<file path="src/rtl/regfile_wb_arbiter.sv">
// regfile_wb_arbiter: round-robin share of the register file write port between two writeback sources,
// with registered write outputs and read-after-write forwarding hit flags.
module regfile_wb_arbiter #(
    parameter int AW = 5,
    parameter int DW = 32
) (
    input  logic          clk,
    input  logic          rst,
    input  logic          s0_valid,
    output logic          s0_ready,
    input  logic [AW-1:0] s0_addr,
    input  logic [DW-1:0] s0_data,
    input  logic          s1_valid,
    output logic          s1_ready,
    input  logic [AW-1:0] s1_addr,
    input  logic [DW-1:0] s1_data,
    input  logic          hold,
    output logic          we3,
    output logic [AW-1:0] a3,
    output logic [DW-1:0] wd3,
    input  logic [AW-1:0] a1,
    input  logic [AW-1:0] a2,
    output logic          fwd1_hit,
    output logic          fwd2_hit,
    output logic          last_grant
);
    logic en;
    always_comb begin
        en       = rst && !hold;
        s0_ready = en && s0_valid && (!s1_valid || last_grant);
        s1_ready = en && s1_valid && (!s0_valid || !last_grant);
        fwd1_hit = we3 && (a3 == a1) && (a1 != '0);
        fwd2_hit = we3 && (a3 == a2) && (a2 != '0);
    end
    // x0 writes still complete the handshake and advance the round-robin pointer
    always_ff @(posedge clk or negedge rst) begin
        if (!rst) begin
            we3        <= 1'b0;
            a3         <= '0;
            wd3        <= '0;
            last_grant <= 1'b1;
        end else if (s0_ready) begin
            we3        <= (s0_addr != '0);
            a3         <= s0_addr;
            wd3        <= s0_data;
            last_grant <= 1'b0;
        end else if (s1_ready) begin
            we3        <= (s1_addr != '0);
            a3         <= s1_addr;
            wd3        <= s1_data;
            last_grant <= 1'b1;
        end else begin
            we3        <= 1'b0;
        end
    end
endmodule

</file>
<file path="config.mk">
export PLATFORM = sky130hd
export DESIGN_NAME = regfile_wb_arbiter
export DESIGN_NICKNAME = d
export VERILOG_FILES = /design/src/rtl/regfile_wb_arbiter.sv
export SDC_FILE = /design/constraint.sdc
export NUM_CORES = 1
export LEC_CHECK = 0
export CORE_AREA = 5 5 69 102
export CTS_BUF_LIST = sky130_fd_sc_hd__clkbuf_4
export DETAILED_ROUTE_END_ITERATION = 7
export DIE_AREA = 0 0 74 107
export GPL_ROUTABILITY_DRIVEN = 1
export GPL_TIMING_DRIVEN = 0
export MAX_ROUTING_LAYER = met4
export PLACE_DENSITY_LB_ADDON = 0.12
export SETUP_SLACK_MARGIN = 0.3
export SLEW_MARGIN = 20
export SYNTH_ARGS = -nofsm -noshare
export SYNTH_HDL_FRONTEND = slang
export SYNTH_SLANG_ARGS = --single-unit
</file>
<file path="constraint.sdc">
create_clock -name clk -period 2.1 [get_ports clk]
set_input_delay 0.21 -clock clk [delete_from_list [all_inputs] [get_ports clk]]
set_output_delay 0.21 -clock clk [all_outputs]
set_load 0.05 [all_outputs]
</file>
* After elaboration in Yosys (flattened, before gate mapping)
Index checks and enable logic that the tools add are counted.
Widths: inputs -> output; s select.
** Cells by class
- Equality and inequality tests :: 2
- Mux-type cells :: 8
- Reduce and logical (&&, ||, !) cells :: 20
** Operator list (count)
- $mux 32 :: 2
- $reduce_bool 5->1 :: 4
- $eq 5x5->1 :: 2
- $mux 5 :: 2
- $logic_and 1x1->1 :: 9
- $logic_not 1->1 :: 4
- $mux 1 :: 4
- $logic_or 1x1->1 :: 2
- $reduce_bool 2->1 :: 1
** Storage, ports and cells
- Bits in registers :: 39
- Input port bits :: 89
- Output and inout bits :: 43
- Logic and storage cells :: 34

* Longest topological paths before layout
Gate-level depths: netlist (run 1).
- Word-level depth :: 6
- Depth in mapped cells :: 5
- Mapped depth without buffers :: 3

* Worst setup path after synthesis (run 1)
No wires, ideal clock.
- Path kind :: register to output
- Start point :: register a3[4]
- End point :: output port fwd2_hit
- Arrival :: 1.546 ns
- Required time :: 1.890 ns
- Slack :: 0.344 ns
- Stages on the path, launching flop included :: 4
- Path buffers :: 0
- Path through :: dfrtp_1 or2_2 o21ai_0 and4_1
** Between the ends
- Word-level cells in the longest chain between the ends :: 3
** Ends and longest elaborated chain
- from (decl) :: RTL line 19 : output logic [AW-1:0] a3,
- from (signal assigned) :: RTL line 44 : a3 <= s0_addr;
- from (signal assigned) :: RTL line 49 : a3 <= s1_addr;
- $eq 5x5->1 :: RTL line 33 : fwd2_hit = we3 && (a3 == a2) && (a2 != '0);
- $logic_and 1x1->1 (2 in a row) :: RTL line 33
- to (decl) :: RTL line 24 : output logic fwd2_hit,
Every way passes these cells.

* Worst setup path in the final report (run 1)
- Start point :: register a3[1]
- End point :: output port fwd2_hit
Same word-level chain as after synthesis.

==> out/results.txt, run 1 <==
Setup Skew: 14.8 ps
ANT nets after route: 0
placer congestion estimate: 0.839
setup violators final: 0
fin crit period: 1810 ps
Power Density: 732 mW/mm^2
most frequent cell after synthesis: and4_1
CP Capture Type: output port
CP Max Fanout: 5
die area: 0.00792 sq mm
Hold Startpoint: s0_valid
pin count of the biggest net entering global routing: 21
DP Area: 0.00375 sq mm
Die H: 107 um
critical path class: register to output port
Leak Pwr: 0.00184 uW
Synth async-reset ratio: 1.00
count of pins over their slew limit: 0
first-pass GRT wire length: 12,700 um
Synth Register Bits: 39
Synthesis Warnings: 0
CP startpoint kind: register
Hold WS: 448 ps
r2r endpoint: wd3[5]
via count: 2,514
Starting Density: 0.383
initial antenna violation count: 0
flip-flop and latch area: 983 sq um
r2r setup slk: 450 ps
Peak VDD IR: 0.418 mV
status: complete, no violations
Hold EP: wd3[7]
H-tree depth: 2
slew margin rel.: 0.355
share of layout cells above drive strength 1: 0.142
clk_lat worst skew: 360 ps
Synth area leaders: dfrtp_1 (41%), a221o_1 (16%), and4_1 (15%)
post-synth top area share: 0.408
final instance area: 0.00407 sq mm
Data arrival, critical path: 1600 ps
Avg Synthesized Cell Area: 10.9 sq um
port bufs: 130
clock transition at the registers of the reported paths: 130 ps
Pre-antenna DRT Iters: 4
CTS Root Cell: clkbuf_4
Nets: 453
Synth area leader: dfrtp_1
Syn-to-layout area delta: 74.6%
area of the multi-input gates: 0.00126 sq mm
list of most frequent post-synthesis cells: and4_1 (39), dfrtp_1 (38), a221o_1 (37), nor3b_1 (37), clkbuf_1 (16)
IO Pins: 132
slew of the pin with the lowest slew margin: 965 ps
Distinct cells, synth: 28
Reg2Reg Depth: 6
synthesized cell area: 0.00233 sq mm
vias in the first global route: 2,529
RSZ-0062 raised after global routing: yes
Post-synth EDFFs: 0
DR DRC count: 0
Seq/Total Area, Yosys: 0.419
fmax: 553 MHz
setup TNS: 0 ps
period utilisation layout: 0.861
Post-DP HPWL: 6100 um
Vias/cell: 5.73
TritonCTS Sinks: 39
TritonCTS clock tree: built
Reg2Reg Launch Point: last_grant
TritonCTS buffer count: 5
chip width: 74 um
Critical Path RT: 1890 ps
Gate Count Post-Synth: 213
ANT cells: 0
Fillers: 514
Mapped Nets: 302
# rows: 35
Post-Route WL: 8290 um
total gr overflow: 0
Total GRT Usage: 0.212
Core ar.: 0.00609 sq mm
DRT iter0 DRCs: 155
Primary FF master, synth: dfrtp_1
routed len/inst: 18.9 um
Max-cap violations: 0
Hold Path Class: input port to register
Hold Path Stages: 5
Max Root-Sink Buffers: 2
Final Hold Viols: 0
## power breakdown
group,switching [uW],internal (uW),total (uW)
clock,265,245,511
sequential,108,900,1010
combinational,838,623,1460
total,1210,1770,2980
## timing repair
action / CTS / global route
hold buffers: 2 / 0
gates resized for setup: 44 / 43
gates cloned: 0 / 0
pin swaps: 3 / 4
setup endpoints to repair: 10 / 29
hold endpoints to repair: 39 / 0
buffers inserted: 4 / 7
## flip-flops by register name, summed over array words and instances, names as in the netlist
register	count
last_grant	1
wd3	32
a3	5
we3	1
## how the worst max path moves through the flow
stage | start | to | slack [ps] | cells after the start
floorplan | a3[4] | fwd2_hit | 340 | 3
global placement | rst | s0_ready | -1980 | 7
detailed placement | rst | s0_ready | -620 | 8
CTS | last_grant | s0_ready | 140 | 6
global route | a3[1] | fwd2_hit | 240 | 4
finish | a3[1] | fwd2_hit | 290 | 4
## per-stage QoR
| stage | cells | setup slack [ps] | power [uW] | utilization |
|---|---|---|---|---|
| 2_1_floorplan | 213 | 344 | 1830 | - |
| 5_1_grt | 439 | 235 | 3110 | 0.668 |
| 4_1_cts | 432 | 135 | 2950 | 0.640 |
| 6_report | 439 | 293 | 2980 | 0.668 |
| 3_3_place_gp | 417 | -1980 | 2400 | 0.612 |
| 3_5_place_dp | 418 | -616 | 2420 | 0.616 |
## cell usage in the layout, fill, tap and decap left out, types with 7 or more instances in the layout
master and n:
dfrtp_1 33, clkdlybuf4s50_1 94, clkbuf_4 7, and4_1 39, buf_4 11, a221o_1 37, clkbuf_1 15, nor3b_1 37
buf_6 7, dlymetal6s2s_1 25
## logic make-up after synthesis
family | Yosys count | synth area share
DFF | 39 | 0.419
AOI/OAI and AO/OA | 45 | 0.180
buffers and inverters | 28 | 0.0585
xor gates and xnor gates | 8 | 0.0301
and+or+nand+nor | 93 | 0.312
## cell type report
| class | count | share of cell area |
|---|---|---|
| multi-input cells | 146 | 0.310 |
| clock buffers | 5 | 0.00923 |
| flip-flops and latches | 39 | 0.242 |
| inverters | 1 | 0.00215 |
| plain buffers | 27 | 0.0375 |
| well taps | 74 | 0.0228 |
| clock inverters | 3 | 0.00953 |
| repair buffers | 144 | 0.367 |
## critical path, stage by stage (launching register included)
cell and delay, ps:
dfrtp_2 470, xor2_1 180, nor3_1 210, and4_1 230, buf_6 160
## per-layer routing
| layer | global-route usage | up-vias | share of wire | routed length [um] |
|---|---|---|---|---|
| met5 | - | - | 0 | 0 |
| li1 | - | 1172 | - | - |
| met1 | 0.260 | 1231 | 0.40 | 3310 |
| met4 | 0.0570 | 0 | 0.014 | 117 |
| met3 | 0.0310 | 10 | 0.066 | 549 |
| met2 | 0.357 | 101 | 0.52 | 4320 |
Power figures use the tool's default switching activity.
==> run 2: changes to the inputs <==
Settings changed: CAP_MARGIN set to 40, SLEW_MARGIN 20 to unset.
==> run 2 against run 1 <==
  * Flip-flop and latch count is the same
  * Die area is the same
  * Design area grew 0.74%
  * Final cell count grew 0.46%
  * Worst hold slack lost 230 ps
  * Via count shrank 0.40%
  * Critical endpoint unchanged
  * Highest routed layer unchanged
==> out/results.txt, run 2 (synthesized netlist as in run 1, its figures left out) <==
Core ar.: 0.00609 sq mm
Leak Pwr: 0.00185 uW
Peak VDD IR: 0.418 mV
critical path class: register to output port
Setup Skew: 16.9 ps
Data arrival, critical path: 1600 ps
TritonCTS Sinks: 39
TritonCTS buffer count: 5
Reg2Reg Launch Point: last_grant
IO Pins: 132
Die H: 107 um
port bufs: 130
CP Capture Type: output port
Critical Path RT: 1890 ps
clock transition at the registers of the reported paths: 110 ps
via count: 2,504
highest-count cells in the layout ignoring fill and taps: clkdlybuf4s50_1 (94), and4_1 (39), nor3b_1 (37), a221o_1 (37), dfrtp_1 (33)
TritonCTS clock tree: built
Reg2Reg Depth: 6
slew margin rel.: 0.620
ANT nets after route: 0
# rows: 35
routed len/inst: 19.0 um
Post-Route WL: 8370 um
vias in the first global route: 2,529
Fillers: 511
total gr overflow: 0
r2r setup slk: 450 ps
chip width: 74 um
Clk pwr share: 0.173
Post-DP HPWL: 6100 um
first-pass GRT wire length: 12,700 um
CTS Root Cell: clkbuf_4
commonest non-fill, non-tap cell in the layout: clkdlybuf4s50_1
count of pins over their slew limit: 0
Nets: 455
Starting Density: 0.383
r2r endpoint: wd3[5]
fmax: 551 MHz
switch share: 0.408
die area: 0.00792 sq mm
period utilisation layout: 0.863
DRT iter0 DRCs: 170
status: complete, no violations
Final Power: 3000 uW
fin crit period: 1810 ps
H-tree depth: 2
max FFs per register: 32
Total GRT Usage: 0.212
RSZ-0062 raised after global routing: yes
Critical Path Start: a3[1]
Vias/cell: 5.68
initial antenna violation count: 0
Max-cap violations: 0
Power Density: 731 mW/mm^2
Syn-to-layout area delta: 75.8%
final core utilization: 0.673
Max Root-Sink Buffers: 2
Pint: 1770 uW
Final Hold Viols: 0
placer congestion estimate: 0.839
DR DRC count: 0
Hold Path Class: input port to async pin
clk_lat worst skew: 360 ps
Pre-antenna DRT Iters: 4
Sw Pwr: 1220 uW
setup violators final: 0
top flop regs: wd3 (32), a3 (5)
Sequential Power Share: 0.337
CP Max Fanout: 5
ANT cells: 0
pin count of the biggest net entering global routing: 21
Largest Register: wd3
share of layout cells above drive strength 1: 0.147
CP startpoint kind: register
combinational share of power: 0.490
slew of the pin with the lowest slew margin: 570 ps
-- run 2: final cells by class --
| type | count | area, sq um | area share |
|---|---|---|---|
| clock inverters | 3 | 38.8 | 0.00946 |
| clock buffers | 5 | 37.5 | 0.00916 |
| well taps | 74 | 92.6 | 0.0226 |
| multi-input cells | 146 | 1260 | 0.308 |
| repair buffers | 146 | 1520 | 0.371 |
| flip-flops and latches | 39 | 983 | 0.240 |
| plain buffers | 27 | 153 | 0.0372 |
| inverters | 1 | 8.76 | 0.00214 |
-- run 2: timing repair --
| item | 4_1_cts | 5_1_grt |
|---|---|---|
| gates resized for setup | 44 | 43 |
| pin swaps | 3 | 4 |
| setup buffers | 4 | 7 |
| endpoints found under the setup margin | 10 | 29 |
| endpoints found under the hold margin | 39 | 0 |
| hold buffers | 2 | 0 |
-- run 2: power groups by stage --
stage | clock [uW] | combinational (uW) | sequential (uW)
3_5_place_dp | 0 | 1400 | 1020
4_1_cts | 519 | 1430 | 1010
2_1_floorplan | 0 | 317 | 1510
5_1_grt | 552 | 1540 | 1030
3_3_place_gp | 0 | 1380 | 1020
6_report | 518 | 1470 | 1010
-- run 2: per-layer routing --
layer  GRT usage  up-vias  routed length [um]
met4      0.0570        0                 144
met5           -        -                   0
met1       0.260     1207                3350
met3      0.0310       12                 571
met2       0.357      110                4300
li1            -     1175                   -
-- run 2: through the flow --
stage | hold WS, ps | setup TNS, ps | area [sq um] | instances | setup WS (ps)
finish | 222 | 0 | 4100 | 441 | 287
global route | 217 | 0 | 4100 | 441 | 235
CTS | 414 | 0 | 3890 | 432 | 135
detailed placement | 221 | -2240 | 3750 | 418 | -616
global placement | 495 | -65160 | 3720 | 417 | -1980
floorplan | -85.6 | 0 | 2330 | 213 | 344
-- run 2: worst max-delay path by stage --
stage	end	slack, ps	cells after the start
after global routing	fwd2_hit	240	4
after global placement	s0_ready	-1980	7
final	fwd2_hit	290	4
after detailed placement	s0_ready	-620	8
after CTS	s0_ready	140	6
after floorplan	fwd2_hit	340	3
-- run 2: worst max-delay path, stage by stage, from the launching register on --
cell     delay, ps
dfrtp_2        480
xor2_1         180
nor3_1         210
and4_1         230
buf_6          160
==> run 3: changes to the inputs <==
Settings changed: GPL_ROUTABILITY_DRIVEN 1 to 0.
==> results of run 3 <==
No change in the layout: final DEF, timing and power equal those of run 2.
